$ cat src/rtl/iir_biquad_cascade.sv
// Cascade of N_SECT Direct-Form-I biquad sections sharing one multiply-accumulate unit.
// Each sample runs 5 MAC cycles and 1 write-back cycle per section. The block has
// runtime-programmable coefficients, a bypass path and a history flush.
//
// Handshake semantics (both sides): a transfer happens on a rising clock edge where
// valid & ready are both 1. A producer that raises valid holds it, and holds its data
// stable, until that transfer. Here in_ready is high only in IDLE, and it is held low
// during a flush cycle. out_valid/out_data are held in OUT until out_ready is high.
module iir_biquad_cascade #(
  parameter int DATA_W = 16,
  parameter int COEF_W = 18,
  parameter int FRAC   = 14,
  parameter int N_SECT = 2,
  parameter int ACC_W  = 40,
  localparam int NCOEF = 5 * N_SECT,
  localparam int AW    = $clog2(NCOEF)
) (
  input  logic              CLK,
  input  logic              RST,
  input  logic [DATA_W-1:0] in_data,
  input  logic              in_valid,
  output logic              in_ready,
  output logic [DATA_W-1:0] out_data,
  output logic              out_valid,
  input  logic              out_ready,
  input  logic              bypass,
  input  logic              flush,
  input  logic              coef_we,
  input  logic [AW-1:0]     coef_addr,
  input  logic [COEF_W-1:0] coef_wdata,
  output logic              busy,
  output logic [1:0]        state_dbg
);

  localparam int SW = (N_SECT > 1) ? $clog2(N_SECT) : 1;
  localparam int PW = DATA_W + COEF_W;

  localparam logic signed [COEF_W-1:0] COEF_ONE = COEF_W'(1) << FRAC;
  localparam logic signed [ACC_W-1:0]  ROUND    = ACC_W'(1) << (FRAC - 1);
  localparam logic signed [ACC_W-1:0]  SAT_MAX  = {{(ACC_W-DATA_W+1){1'b0}}, {(DATA_W-1){1'b1}}};
  localparam logic signed [ACC_W-1:0]  SAT_MIN  = {{(ACC_W-DATA_W+1){1'b1}}, {(DATA_W-1){1'b0}}};
  localparam logic signed [DATA_W-1:0] DATA_MAX = {1'b0, {(DATA_W-1){1'b1}}};
  localparam logic signed [DATA_W-1:0] DATA_MIN = {1'b1, {(DATA_W-1){1'b0}}};
  localparam logic [SW-1:0]            LAST_SECT = SW'(N_SECT - 1);
  localparam logic [AW-1:0]            TAPS      = AW'(5);

  typedef enum logic [1:0] {
    S_IDLE = 2'd0,
    S_MAC  = 2'd1,
    S_WB   = 2'd2,
    S_OUT  = 2'd3
  } state_t;

  state_t                    state;
  logic [SW-1:0]             sect;
  logic [2:0]                tap;
  logic signed [ACC_W-1:0]   acc;
  logic signed [DATA_W-1:0]  cur_x;
  logic                      rdy_q;

  // Coefficient store, laid out as sect*5 + {b0, b1, b2, a1, a2}
  logic signed [COEF_W-1:0]  coef [NCOEF];

  // Per-section histories
  logic signed [DATA_W-1:0]  x1 [N_SECT];
  logic signed [DATA_W-1:0]  x2 [N_SECT];
  logic signed [DATA_W-1:0]  y1 [N_SECT];
  logic signed [DATA_W-1:0]  y2 [N_SECT];

  logic [AW-1:0]             coef_sel;
  logic signed [DATA_W-1:0]  x_op;
  logic signed [COEF_W-1:0]  c_op;
  logic signed [PW-1:0]      prod;
  logic signed [ACC_W-1:0]   prod_ext;
  logic signed [ACC_W-1:0]   acc_rnd;
  logic signed [ACC_W-1:0]   acc_sh;
  logic signed [DATA_W-1:0]  y_sat;

  // A flush cycle blocks acceptance so the cleared history is never mixed with a new sample
  assign in_ready  = rdy_q & ~flush;
  assign busy      = (state != S_IDLE);
  assign state_dbg = state;

  // Select the data/coefficient pair for the current tap of the current section
  always_comb begin
    coef_sel = AW'(sect) * TAPS + AW'(tap);
    c_op     = coef[coef_sel];
    x_op     = cur_x;
    case (tap)
      3'd1:    x_op = x1[sect];
      3'd2:    x_op = x2[sect];
      3'd3:    x_op = y1[sect];
      3'd4:    x_op = y2[sect];
      default: x_op = cur_x;
    endcase
  end

  assign prod     = x_op * c_op;
  assign prod_ext = {{(ACC_W-PW){prod[PW-1]}}, prod};

  // Round half-up at the coefficient binary point, then clamp to the sample range
  always_comb begin
    acc_rnd = acc + ROUND;
    acc_sh  = acc_rnd >>> FRAC;
    if (acc_sh > SAT_MAX)      y_sat = DATA_MAX;
    else if (acc_sh < SAT_MIN) y_sat = DATA_MIN;
    else                       y_sat = acc_sh[DATA_W-1:0];
  end

  // Sequencer: accept, MAC taps, write back each section, then present the result
  always_ff @(posedge CLK or negedge RST) begin
    if (!RST) begin
      state     <= S_IDLE;
      sect      <= '0;
      tap       <= '0;
      acc       <= '0;
      cur_x     <= '0;
      out_data  <= '0;
      out_valid <= 1'b0;
      rdy_q     <= 1'b0;
      for (int i = 0; i < NCOEF; i++) begin
        coef[i] <= ((i % 5) == 0) ? COEF_ONE : '0;
      end
      for (int s = 0; s < N_SECT; s++) begin
        x1[s] <= '0;
        x2[s] <= '0;
        y1[s] <= '0;
        y2[s] <= '0;
      end
    end else begin
      case (state)
        S_IDLE: begin
          rdy_q <= 1'b1;
          // Writes land in the same edge as an accept, so that sample sees the new value
          if (coef_we && (int'(coef_addr) < NCOEF)) begin
            coef[coef_addr] <= coef_wdata;
          end
          if (flush) begin
            for (int s = 0; s < N_SECT; s++) begin
              x1[s] <= '0;
              x2[s] <= '0;
              y1[s] <= '0;
              y2[s] <= '0;
            end
          end else if (in_valid && rdy_q) begin
            rdy_q <= 1'b0;
            if (bypass) begin
              out_data  <= in_data;
              out_valid <= 1'b1;
              state     <= S_OUT;
            end else begin
              cur_x <= in_data;
              sect  <= '0;
              tap   <= '0;
              state <= S_MAC;
            end
          end
        end

        S_MAC: begin
          case (tap)
            3'd0:       acc <= prod_ext;
            3'd1, 3'd2: acc <= acc + prod_ext;
            default:    acc <= acc - prod_ext;
          endcase
          if (tap == 3'd4) begin
            state <= S_WB;
          end else begin
            tap <= tap + 3'd1;
          end
        end

        S_WB: begin
          x2[sect] <= x1[sect];
          x1[sect] <= cur_x;
          y2[sect] <= y1[sect];
          y1[sect] <= y_sat;
          if (sect == LAST_SECT) begin
            out_data  <= y_sat;
            out_valid <= 1'b1;
            state     <= S_OUT;
          end else begin
            sect  <= sect + SW'(1);
            cur_x <= y_sat;
            tap   <= '0;
            state <= S_MAC;
          end
        end

        S_OUT: begin
          if (out_ready) begin
            out_valid <= 1'b0;
            rdy_q     <= 1'b1;
            state     <= S_IDLE;
          end
        end

        default: begin
          state     <= S_IDLE;
          out_valid <= 1'b0;
          rdy_q     <= 1'b0;
        end
      endcase
    end
  end

endmodule
$ cat config.mk
export PLATFORM = sky130hd
export DESIGN_NAME = iir_biquad_cascade
export DESIGN_NICKNAME = d
export VERILOG_FILES = /design/src/rtl/iir_biquad_cascade.sv
export SDC_FILE = /design/constraint.sdc
export NUM_CORES = 2
export LEC_CHECK = 0
export BUFFER_PORTS_ARGS = -buffer_cell sky130_fd_sc_hd__buf_2
export CAP_MARGIN = 20
export CORE_UTILIZATION = 35
export DETAILED_ROUTE_END_ITERATION = 10
export GPL_ROUTABILITY_DRIVEN = 0
export PLACE_DENSITY = 0.53
export SLEW_MARGIN = 10
export SYNTH_ARGS = -nofsm -noshare
export SYNTH_HDL_FRONTEND = slang
export SYNTH_SLANG_ARGS = --single-unit
$ cat constraint.sdc
create_clock -name CLK -period 10.29 [get_ports CLK]
set_input_delay 2.058 -clock CLK [delete_from_list [all_inputs] [get_ports CLK]]
set_output_delay 2.058 -clock CLK [all_outputs]
set_load 0.02 [all_outputs]
==> impl_metrics.tcl <==
set metrics [dict create \
    holdCritPathClass "flop to flop" \
    drive_above_1_share 0.296 \
    arrival_ns 10.76 \
    worstMarginPinSlew_ns 1.06 \
    port_buffers 65 \
    drc 0 \
    synth_flop_cell "dfrtp_1" \
    place_ws_ns -0.319 \
    endpoint_kind "flop" \
    crit_slowest_cell "fa_1" \
    viasPerCell 5.17 \
    cp.required_ns 10.77 \
    yosysMostFrequentCell "inv_1" \
    synth_cell_types 98 \
    grt_first_pass_wirelength_um 146000 \
    clock_path_buffers 3 \
    cts_buffers 46 \
    period_share 1.00 \
    h-tree-depth 2 \
    clock-sinks 388 \
    clk_pin_slew_worst_paths_ns 0.06 \
    diodes 0 \
    status "complete, no violations" \
    critPathLaunchType "flop" \
    dieWidth_um 305 \
    synth_enable_flop_cells 0 \
    timing.final.ws_setup_ns 0.00486 \
    worst_path_most_repeated_cell "fa_1" \
    grtUsageTotal 0.197 \
    worstSkewPairLatency_ns 0.61 \
    drtIter0Drc 1489 \
    synth_area_leaders "dfrtp_1 30%, fa_1 18%, mux2_2 6.9%, ha_1 5.5%, inv_1 4.6%" \
    hold_viol_final 0 \
    wl_um 91600 \
    vias 24900 \
    slowest_delay_ns 0.55 \
    grt_max_degree 134 \
    fmax_mhz 97.2 \
    syn_inst 3171 \
    nets 4081 \
    path_delay_family "adder cells" \
    synth_area_sq_mm 0.0321 \
    wire_per_inst_um 19.0 \
    critPathKind "flop to flop" \
    io_pins 66 \
    num_rows 110 \
    fin_crit_ns 10.29 \
    ys_seq_area_frac 0.303 \
    netlist_top_cells_count "396 x inv_1, 386 x dfrtp_1, 296 x nor2_1" \
    syn-mean-instance-area_sq_um 10.1 \
    cts_tree "yes" \
    dr.pass1.iters 5 \
    synth_top_area_share 0.301 \
    setup_violations 0 \
    synth-seq-cells 388 \
    fillers 8692 \
    antenna_found_initial 0 \
    fp.dieH_um 305 \
    yosys.area.top_type "dfrtp_1" \
    die_area_sq_mm 0.0929 \
    gr-total-overflow 0 \
    yosys_warnings 0 \
    crit_buf_inv 11 \
    coreArea_sq_mm 0.0904 \
    synth_fp_nets 3647 \
    dpl.hpwl_um 69000 \
    cts-root-buf "clkbuf_16" \
    area_delta_synth_final_pct 24.9 \
    maxSlewHeadroom 0.291 \
    rsz0062_at_grt "yes" \
    drv_cap 0 \
    start_util 0.355 \
    async_flop_share 1.00 \
    fin_skew_ns 0.0270 \
    ant_nets 0 \
    cp_max_fo 25 \
    maxSlewViolCount 0 \
    grt_pass1_vias 25500 \
]
per-stage QoR:
| step | hold slack (ns) | utilization | instances | setup TNS (ns) | instance area [sq um] |
|---|---|---|---|---|---|
| after CTS | 0.481 | 0.434 | 4794 | -0.0292 | 39200 |
| final | 0.475 | 0.443 | 4815 | 0 | 40100 |
| after global placement | 0.460 | 0.410 | 4691 | -1.55 | 37100 |
| after global routing | 0.505 | 0.443 | 4815 | -2.27 | 40100 |
| after detailed placement | 0.468 | 0.411 | 4692 | -2.11 | 37100 |
| after floorplan | 0.456 | - | 3171 | 0 | 32200 |
worst paths after layout:
| path | cells past startpoint | to | slack (ns) | from |
|---|---|---|---|---|
| max in group asynchronous | 3 | coef[97] | 6.64 | RST |
| min in group asynchronous | 1 | y2[21] | 1.50 | RST |
| worst max-delay path | 44 | acc[39] | 0.005 | sect |
| worst min-delay path | 2 | out_data[5] | 0.47 | out_data[5] |
| worst min register to register | 2 | out_data[5] | 0.47 | out_data[5] |
| worst max register to register | 44 | acc[39] | 0.005 | sect |
registers in the layout, indices dropped and copies added (netlist names):
name,count
coef,180
acc,40
x1,32
x2,32
y1,32
y2,32
cur_x,16
out_data,16
tap,3
state_dbg,2
out_valid,1
rdy_q,1
sect,1
cells in the final DEF, fill, tap and decap left out, types with 100 or more instances in the layout:
cell	Yosys	routed
buf_4	1	433
fa_1	291	289
inv_1	396	387
nor2_1	296	283
ha_1	140	121
mux2_2	197	197
a21oi_1	118	100
nand2_1	225	220
dfrtp_1	386	385
a22o_1	129	129
o21ai_0	114	103
metal layers:
layer / GRT usage / up-vias / wire (um)
met4: 0.0416 / 0 / 1550
li1: - / 11600 / -
met2: 0.317 / 433 / 42900
met3: 0.0232 / 85 / 3430
met1: 0.284 / 12800 / 43700
met5: 0 / - / 0
repair_timing:
item                                    4_1_cts  5_1_grt
endpoints found under the setup margin       13       16
buffers inserted                             17       19
pin swaps                                    26       85
cloned                                        3        0
hold buffers                                  0        0
resized for setup                            63      132
cells by family after synthesis:
| logic type | after synthesis | synth area share |
|---|---|---|
| AND/OR/NAND/NOR | 721 | 0.0997 |
| AO/OA/AOI/OAI | 603 | 0.132 |
| buffers and inverters | 564 | 0.0670 |
| adder cells (fa/ha/maj) | 431 | 0.236 |
| flip-flops | 388 | 0.303 |
| multiplexers | 346 | 0.130 |
| XOR/XNOR | 118 | 0.0324 |
worst register-to-register path, delay by kind of cell (launching register included):
kind	cells	cell delay (ns)
AOI/OAI and AO/OA	13	2.46
xor gates and xnor gates	1	0.15
adders and majority gates	10	3.86
buffers and inverters	11	1.27
DFF	1	0.49
muxes	1	0.13
and+or+nand+nor	8	1.81
cell type report:
type / count / area, sq um / share of cell area
tap: 1176 / 1470 / 0.0367
multi-input combinational: 2219 / 21200 / 0.530
clock inverter: 26 / 303 / 0.00756
inverter: 396 / 1490 / 0.0372
sequential: 388 / 9720 / 0.242
clock buffer: 56 / 1260 / 0.0314
timing repair buffer: 554 / 4610 / 0.115
Power is left out: the tool's default activity adds up to more than one toggle a clock period on the data nets, which glitch-free logic cannot reach.
